`src/rtl/hazard_if.sv`:
```
// Pipeline-to-hazard-unit bundle: D/E/M/W hazard inputs plus forwarding and stall/flush outputs.
// Build with HAZARD_PERF_EN to carry the StallCycles/FlushCycles performance counters.
interface hazard_if #(
    parameter int RW      = 4,
    parameter int NUM_SRC = 3,
    parameter int CW      = 3
);
    logic                    ValidD;
    logic [NUM_SRC*RW-1:0]   SrcD;
    logic [NUM_SRC-1:0]      SrcValidD;
    logic [RW-1:0]           DstD;
    logic                    RegWriteD;
    logic [CW-1:0]           LatD;
    logic [NUM_SRC*RW-1:0]   SrcE;
    logic [RW-1:0]           DstM;
    logic                    RegWriteM;
    logic [RW-1:0]           DstW;
    logic                    RegWriteW;
    logic                    BranchTakenE;
    logic                    PCWrPendingF;
    logic                    PCSrcW;
    logic [2*NUM_SRC-1:0]    ForwardE;
    logic                    StallF;
    logic                    StallD;
    logic                    FlushD;
    logic                    FlushE;
`ifdef HAZARD_PERF_EN
    logic [31:0]             StallCycles;
    logic [31:0]             FlushCycles;

    modport master (
        output ValidD, SrcD, SrcValidD, DstD, RegWriteD, LatD,
        output SrcE, DstM, RegWriteM, DstW, RegWriteW,
        output BranchTakenE, PCWrPendingF, PCSrcW,
        input  ForwardE, StallF, StallD, FlushD, FlushE,
        input  StallCycles, FlushCycles
    );
    modport slave (
        input  ValidD, SrcD, SrcValidD, DstD, RegWriteD, LatD,
        input  SrcE, DstM, RegWriteM, DstW, RegWriteW,
        input  BranchTakenE, PCWrPendingF, PCSrcW,
        output ForwardE, StallF, StallD, FlushD, FlushE,
        output StallCycles, FlushCycles
    );
`else
    modport master (
        output ValidD, SrcD, SrcValidD, DstD, RegWriteD, LatD,
        output SrcE, DstM, RegWriteM, DstW, RegWriteW,
        output BranchTakenE, PCWrPendingF, PCSrcW,
        input  ForwardE, StallF, StallD, FlushD, FlushE
    );
    modport slave (
        input  ValidD, SrcD, SrcValidD, DstD, RegWriteD, LatD,
        input  SrcE, DstM, RegWriteM, DstW, RegWriteW,
        input  BranchTakenE, PCWrPendingF, PCSrcW,
        output ForwardE, StallF, StallD, FlushD, FlushE
    );
`endif
endinterface

```
`src/rtl/hazard_scoreboard.sv`:
```
// Hazard unit with per-register pending-latency scoreboard and address-compare forwarding.
// Optional HAZARD_PERF_EN adds saturating StallCycles/FlushCycles counters.

// One pending-latency counter; counts down to zero and is only ever raised by an issue.
module hazard_pend_cell #(
    parameter int CW = 3
) (
    input  logic          clk,
    input  logic          reset,
    input  logic          set,
    input  logic [CW-1:0] lat,
    output logic [CW-1:0] pend
);
    logic [CW-1:0] dec;

    assign dec = (pend == '0) ? '0 : pend - CW'(1);

    // max(dec, lat) keeps an older, longer write from being shortened by a younger one
    always_ff @(posedge clk or posedge reset) begin
        if (reset)
            pend <= '0;
        else if (set && (lat > dec))
            pend <= lat;
        else
            pend <= dec;
    end
endmodule

// Forwarding select for one E-stage operand; M outranks W.
module hazard_fwd_sel #(
    parameter int RW = 4
) (
    input  logic [RW-1:0] src,
    input  logic [RW-1:0] dst_m,
    input  logic          wr_m,
    input  logic [RW-1:0] dst_w,
    input  logic          wr_w,
    output logic [1:0]    sel
);
    always_comb begin
        sel = 2'b00;
        if (wr_m && (src == dst_m))
            sel = 2'b10;
        else if (wr_w && (src == dst_w))
            sel = 2'b01;
    end
endmodule

module hazard_scoreboard #(
    parameter int NUM_REGS = 16,
    parameter int RW       = 4,
    parameter int NUM_SRC  = 3,
    parameter int CW       = 3
) (
    input logic     clk,
    input logic     reset,
    hazard_if.slave hz
);
    logic [NUM_REGS-1:0][CW-1:0] pend;
    logic [NUM_REGS-1:0]         busy;
    logic [NUM_REGS-1:0]         set;
    logic [NUM_SRC-1:0][RW-1:0]  src_d;
    logic [NUM_SRC-1:0][RW-1:0]  src_e;
    logic [NUM_SRC-1:0][1:0]     fwd;
    logic [NUM_SRC-1:0]          src_hit;
    logic                        scb_stall;
    logic                        issue;

    assign src_d = hz.SrcD;
    assign src_e = hz.SrcE;

    // Registers at or above NUM_REGS have no cell, so they never stall and are never set
    genvar r;
    generate
        for (r = 0; r < NUM_REGS; r++) begin : g_reg
            assign set[r]  = issue && (hz.DstD == RW'(r));
            assign busy[r] = |pend[r];
            hazard_pend_cell #(.CW(CW)) u_cell (
                .clk   (clk),
                .reset (reset),
                .set   (set[r]),
                .lat   (hz.LatD),
                .pend  (pend[r])
            );
        end
    endgenerate

    genvar i;
    generate
        for (i = 0; i < NUM_SRC; i++) begin : g_src
            hazard_fwd_sel #(.RW(RW)) u_fwd (
                .src   (src_e[i]),
                .dst_m (hz.DstM),
                .wr_m  (hz.RegWriteM),
                .dst_w (hz.DstW),
                .wr_w  (hz.RegWriteW),
                .sel   (fwd[i])
            );
        end
    endgenerate

    assign hz.ForwardE = fwd;

    // Pre-update counters: a self-dependent source sees the old value, not its own issue
    always_comb begin
        src_hit = '0;
        for (int s = 0; s < NUM_SRC; s++)
            for (int k = 0; k < NUM_REGS; k++)
                if (hz.SrcValidD[s] && busy[k] && (src_d[s] == RW'(k)))
                    src_hit[s] = 1'b1;
    end

    assign scb_stall  = hz.ValidD & (|src_hit);
    assign hz.StallD  = scb_stall;
    assign hz.StallF  = scb_stall | hz.PCWrPendingF;
    assign hz.FlushE  = scb_stall | hz.BranchTakenE;
    assign hz.FlushD  = hz.PCWrPendingF | hz.PCSrcW | hz.BranchTakenE;
    assign issue      = hz.ValidD & hz.RegWriteD & ~hz.StallD & ~hz.FlushE;

`ifdef HAZARD_PERF_EN
    always_ff @(posedge clk or posedge reset) begin
        if (reset) begin
            hz.StallCycles <= '0;
            hz.FlushCycles <= '0;
        end else begin
            if (hz.StallD && (hz.StallCycles != 32'hFFFF_FFFF))
                hz.StallCycles <= hz.StallCycles + 32'd1;
            if (hz.BranchTakenE && (hz.FlushCycles != 32'hFFFF_FFFF))
                hz.FlushCycles <= hz.FlushCycles + 32'd1;
        end
    end
`endif
endmodule

```
`src/flat_wrapper.sv`:
```
// flat-port wrapper written by rule: the top's interface ports become plain ports
module hazard_scoreboard_flat 
#(
    parameter int NUM_REGS = 16,
    parameter int RW       = 4,
    parameter int NUM_SRC  = 3,
    parameter int CW       = 3
)
  (clk, reset, hz_ValidD, hz_SrcD, hz_SrcValidD, hz_DstD, hz_RegWriteD, hz_LatD, hz_SrcE, hz_DstM, hz_RegWriteM, hz_DstW, hz_RegWriteW, hz_BranchTakenE, hz_PCWrPendingF, hz_PCSrcW, hz_ForwardE, hz_StallF, hz_StallD, hz_FlushD, hz_FlushE);
  hazard_if #(.RW(RW), .NUM_SRC(NUM_SRC), .CW(CW)) hz_i ();
  input logic clk;
  input logic reset;
  input wire logic [$bits(hz_i.ValidD)-1:0] hz_ValidD;
  input wire logic [$bits(hz_i.SrcD)-1:0] hz_SrcD;
  input wire logic [$bits(hz_i.SrcValidD)-1:0] hz_SrcValidD;
  input wire logic [$bits(hz_i.DstD)-1:0] hz_DstD;
  input wire logic [$bits(hz_i.RegWriteD)-1:0] hz_RegWriteD;
  input wire logic [$bits(hz_i.LatD)-1:0] hz_LatD;
  input wire logic [$bits(hz_i.SrcE)-1:0] hz_SrcE;
  input wire logic [$bits(hz_i.DstM)-1:0] hz_DstM;
  input wire logic [$bits(hz_i.RegWriteM)-1:0] hz_RegWriteM;
  input wire logic [$bits(hz_i.DstW)-1:0] hz_DstW;
  input wire logic [$bits(hz_i.RegWriteW)-1:0] hz_RegWriteW;
  input wire logic [$bits(hz_i.BranchTakenE)-1:0] hz_BranchTakenE;
  input wire logic [$bits(hz_i.PCWrPendingF)-1:0] hz_PCWrPendingF;
  input wire logic [$bits(hz_i.PCSrcW)-1:0] hz_PCSrcW;
  output wire logic [$bits(hz_i.ForwardE)-1:0] hz_ForwardE;
  output wire logic [$bits(hz_i.StallF)-1:0] hz_StallF;
  output wire logic [$bits(hz_i.StallD)-1:0] hz_StallD;
  output wire logic [$bits(hz_i.FlushD)-1:0] hz_FlushD;
  output wire logic [$bits(hz_i.FlushE)-1:0] hz_FlushE;
  assign hz_i.ValidD = hz_ValidD;
  assign hz_i.SrcD = hz_SrcD;
  assign hz_i.SrcValidD = hz_SrcValidD;
  assign hz_i.DstD = hz_DstD;
  assign hz_i.RegWriteD = hz_RegWriteD;
  assign hz_i.LatD = hz_LatD;
  assign hz_i.SrcE = hz_SrcE;
  assign hz_i.DstM = hz_DstM;
  assign hz_i.RegWriteM = hz_RegWriteM;
  assign hz_i.DstW = hz_DstW;
  assign hz_i.RegWriteW = hz_RegWriteW;
  assign hz_i.BranchTakenE = hz_BranchTakenE;
  assign hz_i.PCWrPendingF = hz_PCWrPendingF;
  assign hz_i.PCSrcW = hz_PCSrcW;
  assign hz_ForwardE = hz_i.ForwardE;
  assign hz_StallF = hz_i.StallF;
  assign hz_StallD = hz_i.StallD;
  assign hz_FlushD = hz_i.FlushD;
  assign hz_FlushE = hz_i.FlushE;
  hazard_scoreboard #(.NUM_REGS(NUM_REGS), .RW(RW), .NUM_SRC(NUM_SRC), .CW(CW)) u_core (.clk(clk), .reset(reset), .hz(hz_i));
endmodule
```
`config.mk`:
```
export PLATFORM = sky130hd
export DESIGN_NAME = hazard_scoreboard_flat
export DESIGN_NICKNAME = d
export VERILOG_FILES = /design/src/rtl/hazard_if.sv /design/src/rtl/hazard_scoreboard.sv /design/src/flat_wrapper.sv
export SDC_FILE = /design/constraint.sdc
export NUM_CORES = 1
export LEC_CHECK = 0
export ABC_CLOCK_PERIOD_IN_PS = 4200
export BUFFER_PORTS_ARGS = -buffer_cell sky130_fd_sc_hd__buf_2
export CAP_MARGIN = 30
export CORE_ASPECT_RATIO = 0.5
export CORE_MARGIN = 2
export CORE_UTILIZATION = 42
export DETAILED_ROUTE_END_ITERATION = 12
export PLACE_DENSITY = 0.69
export SYNTH_ARGS = -nofsm -noshare
export SYNTH_HDL_FRONTEND = slang
export SYNTH_HIERARCHICAL = 1
export SYNTH_SLANG_ARGS = --single-unit
export TNS_END_PERCENT = 1
```
`constraint.sdc`:
```
create_clock -name clk -period 4.2 [get_ports clk]
set_input_delay 0.42 -clock clk [delete_from_list [all_inputs] [get_ports clk]]
set_output_delay 0.42 -clock clk [all_outputs]
set_load 0.01 [all_outputs]
```
==> results.json <==
{
  "status": "completed",
  "gr-usage-all-layers": 0.1962,
  "wl_per_cell_um": 15.62,
  "ios": 61,
  "cp-start-kind": "flip-flop",
  "drt_wl_total_mm": 11.48,
  "layout_common_cells": "inv_1 (77), buf_2 (60), nor2_1 (52), ha_1 (48), dfrtp_1 (48)",
  "rsz0062_at_grt": "no",
  "cts_htree_levels": 2,
  "critPathCaptureType": "flip-flop",
  "initial_core_util": 0.4286,
  "die_area_mm2": 0.01205,
  "largest-register": "u_core/g.u_cell/pend",
  "dieHeight_um": 78.62,
  "hpwl_mm": 8.776,
  "ant_nets": 0,
  "root_buffer": "clkbuf_16",
  "crit_arrival_ps": 3590,
  "cts_hold_buf": 0,
  "synth_area_leaders": "dfrtp_1 (26%), ha_1 (13%), mux2i_1 (6.8%), inv_1 (6.2%), a311oi_2 (5.1%)",
  "grt_max_degree": 33,
  "cp.required_ps": 4380,
  "n_antenna_cell": 0,
  "setup_viol": 0,
  "numCtsBuffers": 5,
  "tritoncts": "done",
  "vias": 4131,
  "finalCritPeriodShare": 0.8114,
  "layout_commonest_cell": "inv_1",
  "grt_first_pass_wirelength_mm": 19.33,
  "finClkSkew_ps": 5.928,
  "antenna_found_initial": 0,
  "syn_to_final_growth_pct": 14.15,
  "power-per-cell-area_mw_per_mm2": 227.7,
  "die_width_um": 153.2,
  "maxSlewViolCount": 0,
  "ys_types": 52,
  "clkTransAtPathRegs_ps": 70,
  "rows": 27,
  "vias_per_cell": 5.620,
  "slew_headroom": 0.4704,
  "gp_congestion": 0.8891,
  "largest_reg_flops": 48,
  "layout_setup_ws_ps": 792.1,
  "cap_violations": 0,
  "leakagePower_nw": 2.508,
  "overflow": 0,
  "yosysWarnings": 6,
  "synth_cells": 525,
  "clock_latency_ps": 290,
  "syn-cell-area_mm2": 0.004677,
  "post-route-drc-count": 0,
  "ys.flop_type": "dfrtp_1",
  "post_cts_buffers": 0,
  "drtIter0Drc": 234,
  "timing.hold.ws_ps": 192.2,
  "crit_type": "reg -> reg",
  "fillers": 1025,
  "synth_seq_cells": 48,
  "yosysTopAreaCellShare": 0.2568,
  "core_area_mm2": 0.01091,
  "clk_path_buf_depth": 2,
  "first_global_vias": 4206,
  "tns_ps": 0,
  "crit_fanout": 19,
  "cts_num_sinks": 48,
  "port_buffers": 60,
  "nNetsFinal": 688,
  "synth_edf_count": 0,
  "r2r_cells": 9,
  "synth-async-reset-ratio": 1.000,
  "cts_resized": 0,
  "dr.pass1.iters": 5,
  "peakVddDrop_mv": 0.1438,
  "syn_avg_cell_area_um2": 8.909,
  "top_regs": "u_core/g.u_cell/pend x48",
  "tightest_slew_ps": 792.0,
  "post-place-ws_ps": 674.5,
  "hold_viol": 0,
  "yosysTopAreaCell": "dfrtp_1",
  "syn_nets": 624,
  "fmax_mhz": 293.4,
  "layout-drive-gt1-share": 0.1949,
  "hp-class": "in -> async",
  "period_needed_ps": 3408,
  "synth-seq-area-share": 0.2568
}
[path summary, 6_finish.rpt]
kind / start / endpoint / slack (ps)
hold / removal: reset / u_core/g_reg[11].u_cell/pend[1] / 190
setup / recovery: u_core/g_reg[10].u_cell/pend[1] / u_core/g_reg[4].u_cell/pend[0] / 790
min in group clk: u_core/g_reg[10].u_cell/pend[2] / u_core/g_reg[10].u_cell/pend[2] / 640
setup reg to reg: u_core/g_reg[10].u_cell/pend[1] / u_core/g_reg[4].u_cell/pend[0] / 790
hold reg to reg: u_core/g_reg[10].u_cell/pend[2] / u_core/g_reg[10].u_cell/pend[2] / 640
max in group asynchronous: reset / u_core/g_reg[6].u_cell/pend[2] / 3850
[metal layers]
layer  up-vias  GRT usage  wire length [um]
li1       2069          -                 -
met1      1924     0.2274              5045
met2       108     0.3594              5550
met3        30    0.04307               620
met4         0    0.07130               266
met5         -          0                 0
[synthesized netlist by cell type (all sizes together) (3+ instances only)]
cell type,number
or2,4
nand2,6
inv,77
o2111ai,3
o22ai,10
nor4b,5
nor3b,20
or3,7
a222oi,5
nand2b,14
mux2i,32
ha,48
xor2,12
o21ai,17
nand4b,3
a2111oi,4
o31ai,16
xnor2,3
nor2b,16
a21oi,17
nor2,52
nand3,4
nor3,12
a211oi,4
mux2,17
nor4,27
a311oi,17
dfrtp,48
buf,3
or2b,3
[worst max-delay path, cell delays in order, from the launching register on]
cell and delay (ps):
dfrtp_1 410, or3_1 460, nor3b_1 170, o311ai_1 320, o311a_1 260, nand4_4 300
nor4_1 420, o31ai_1 140, a311oi_2 430, mux2_2 380
[stage by stage]
step / power [mW] / std cells / area, um^2 / util
after CTS: 1.226 / 735 / 5339 / 0.4893
after global routing: 1.276 / 735 / 5339 / 0.4893
after floorplan: 0.6078 / 525 / 4677 / -
after detailed placement: 0.6961 / 727 / 5145 / 0.4715
final: 1.215 / 735 / 5339 / 0.4893
after global placement: 0.6900 / 727 / 5145 / 0.4715
[final cells by class]
cell class	count	area, um^2	share of cell area
multi-input cells	395	3158	0.5915
flip-flops and latches	48	1201	0.2250
repair buffers	62	315.3	0.05906
inverters	77	289.0	0.05414
well taps	145	181.4	0.03398
clock buffers	5	125.1	0.02344
clock inverters	3	68.82	0.01289
[where the power goes]
group	leakage (nW)	switching [mW]	total [mW]	internal [mW]
combinational	1.74	0.137	0.221	0.0842
sequential	0.670	0.00280	0.467	0.464
clock	0.0944	0.184	0.527	0.343
[cells by family (layout without fill, tap and decap cells)]
kind of cell               count (synthesis)  after routing  share of synthesized area
AOI/OAI and AO/OA                        102            102                     0.1758
adders and majority gates                 48             48                     0.1284
xor gates and xnor gates                  15             15                    0.02809
and+or+nand+nor                          181            181                     0.2336
DFF                                       48             48                     0.2568
muxes                                     49             49                     0.1094
buffers and inverters                     82            147                    0.06795
No activity file was read; power rests on OpenSTA's default activity.
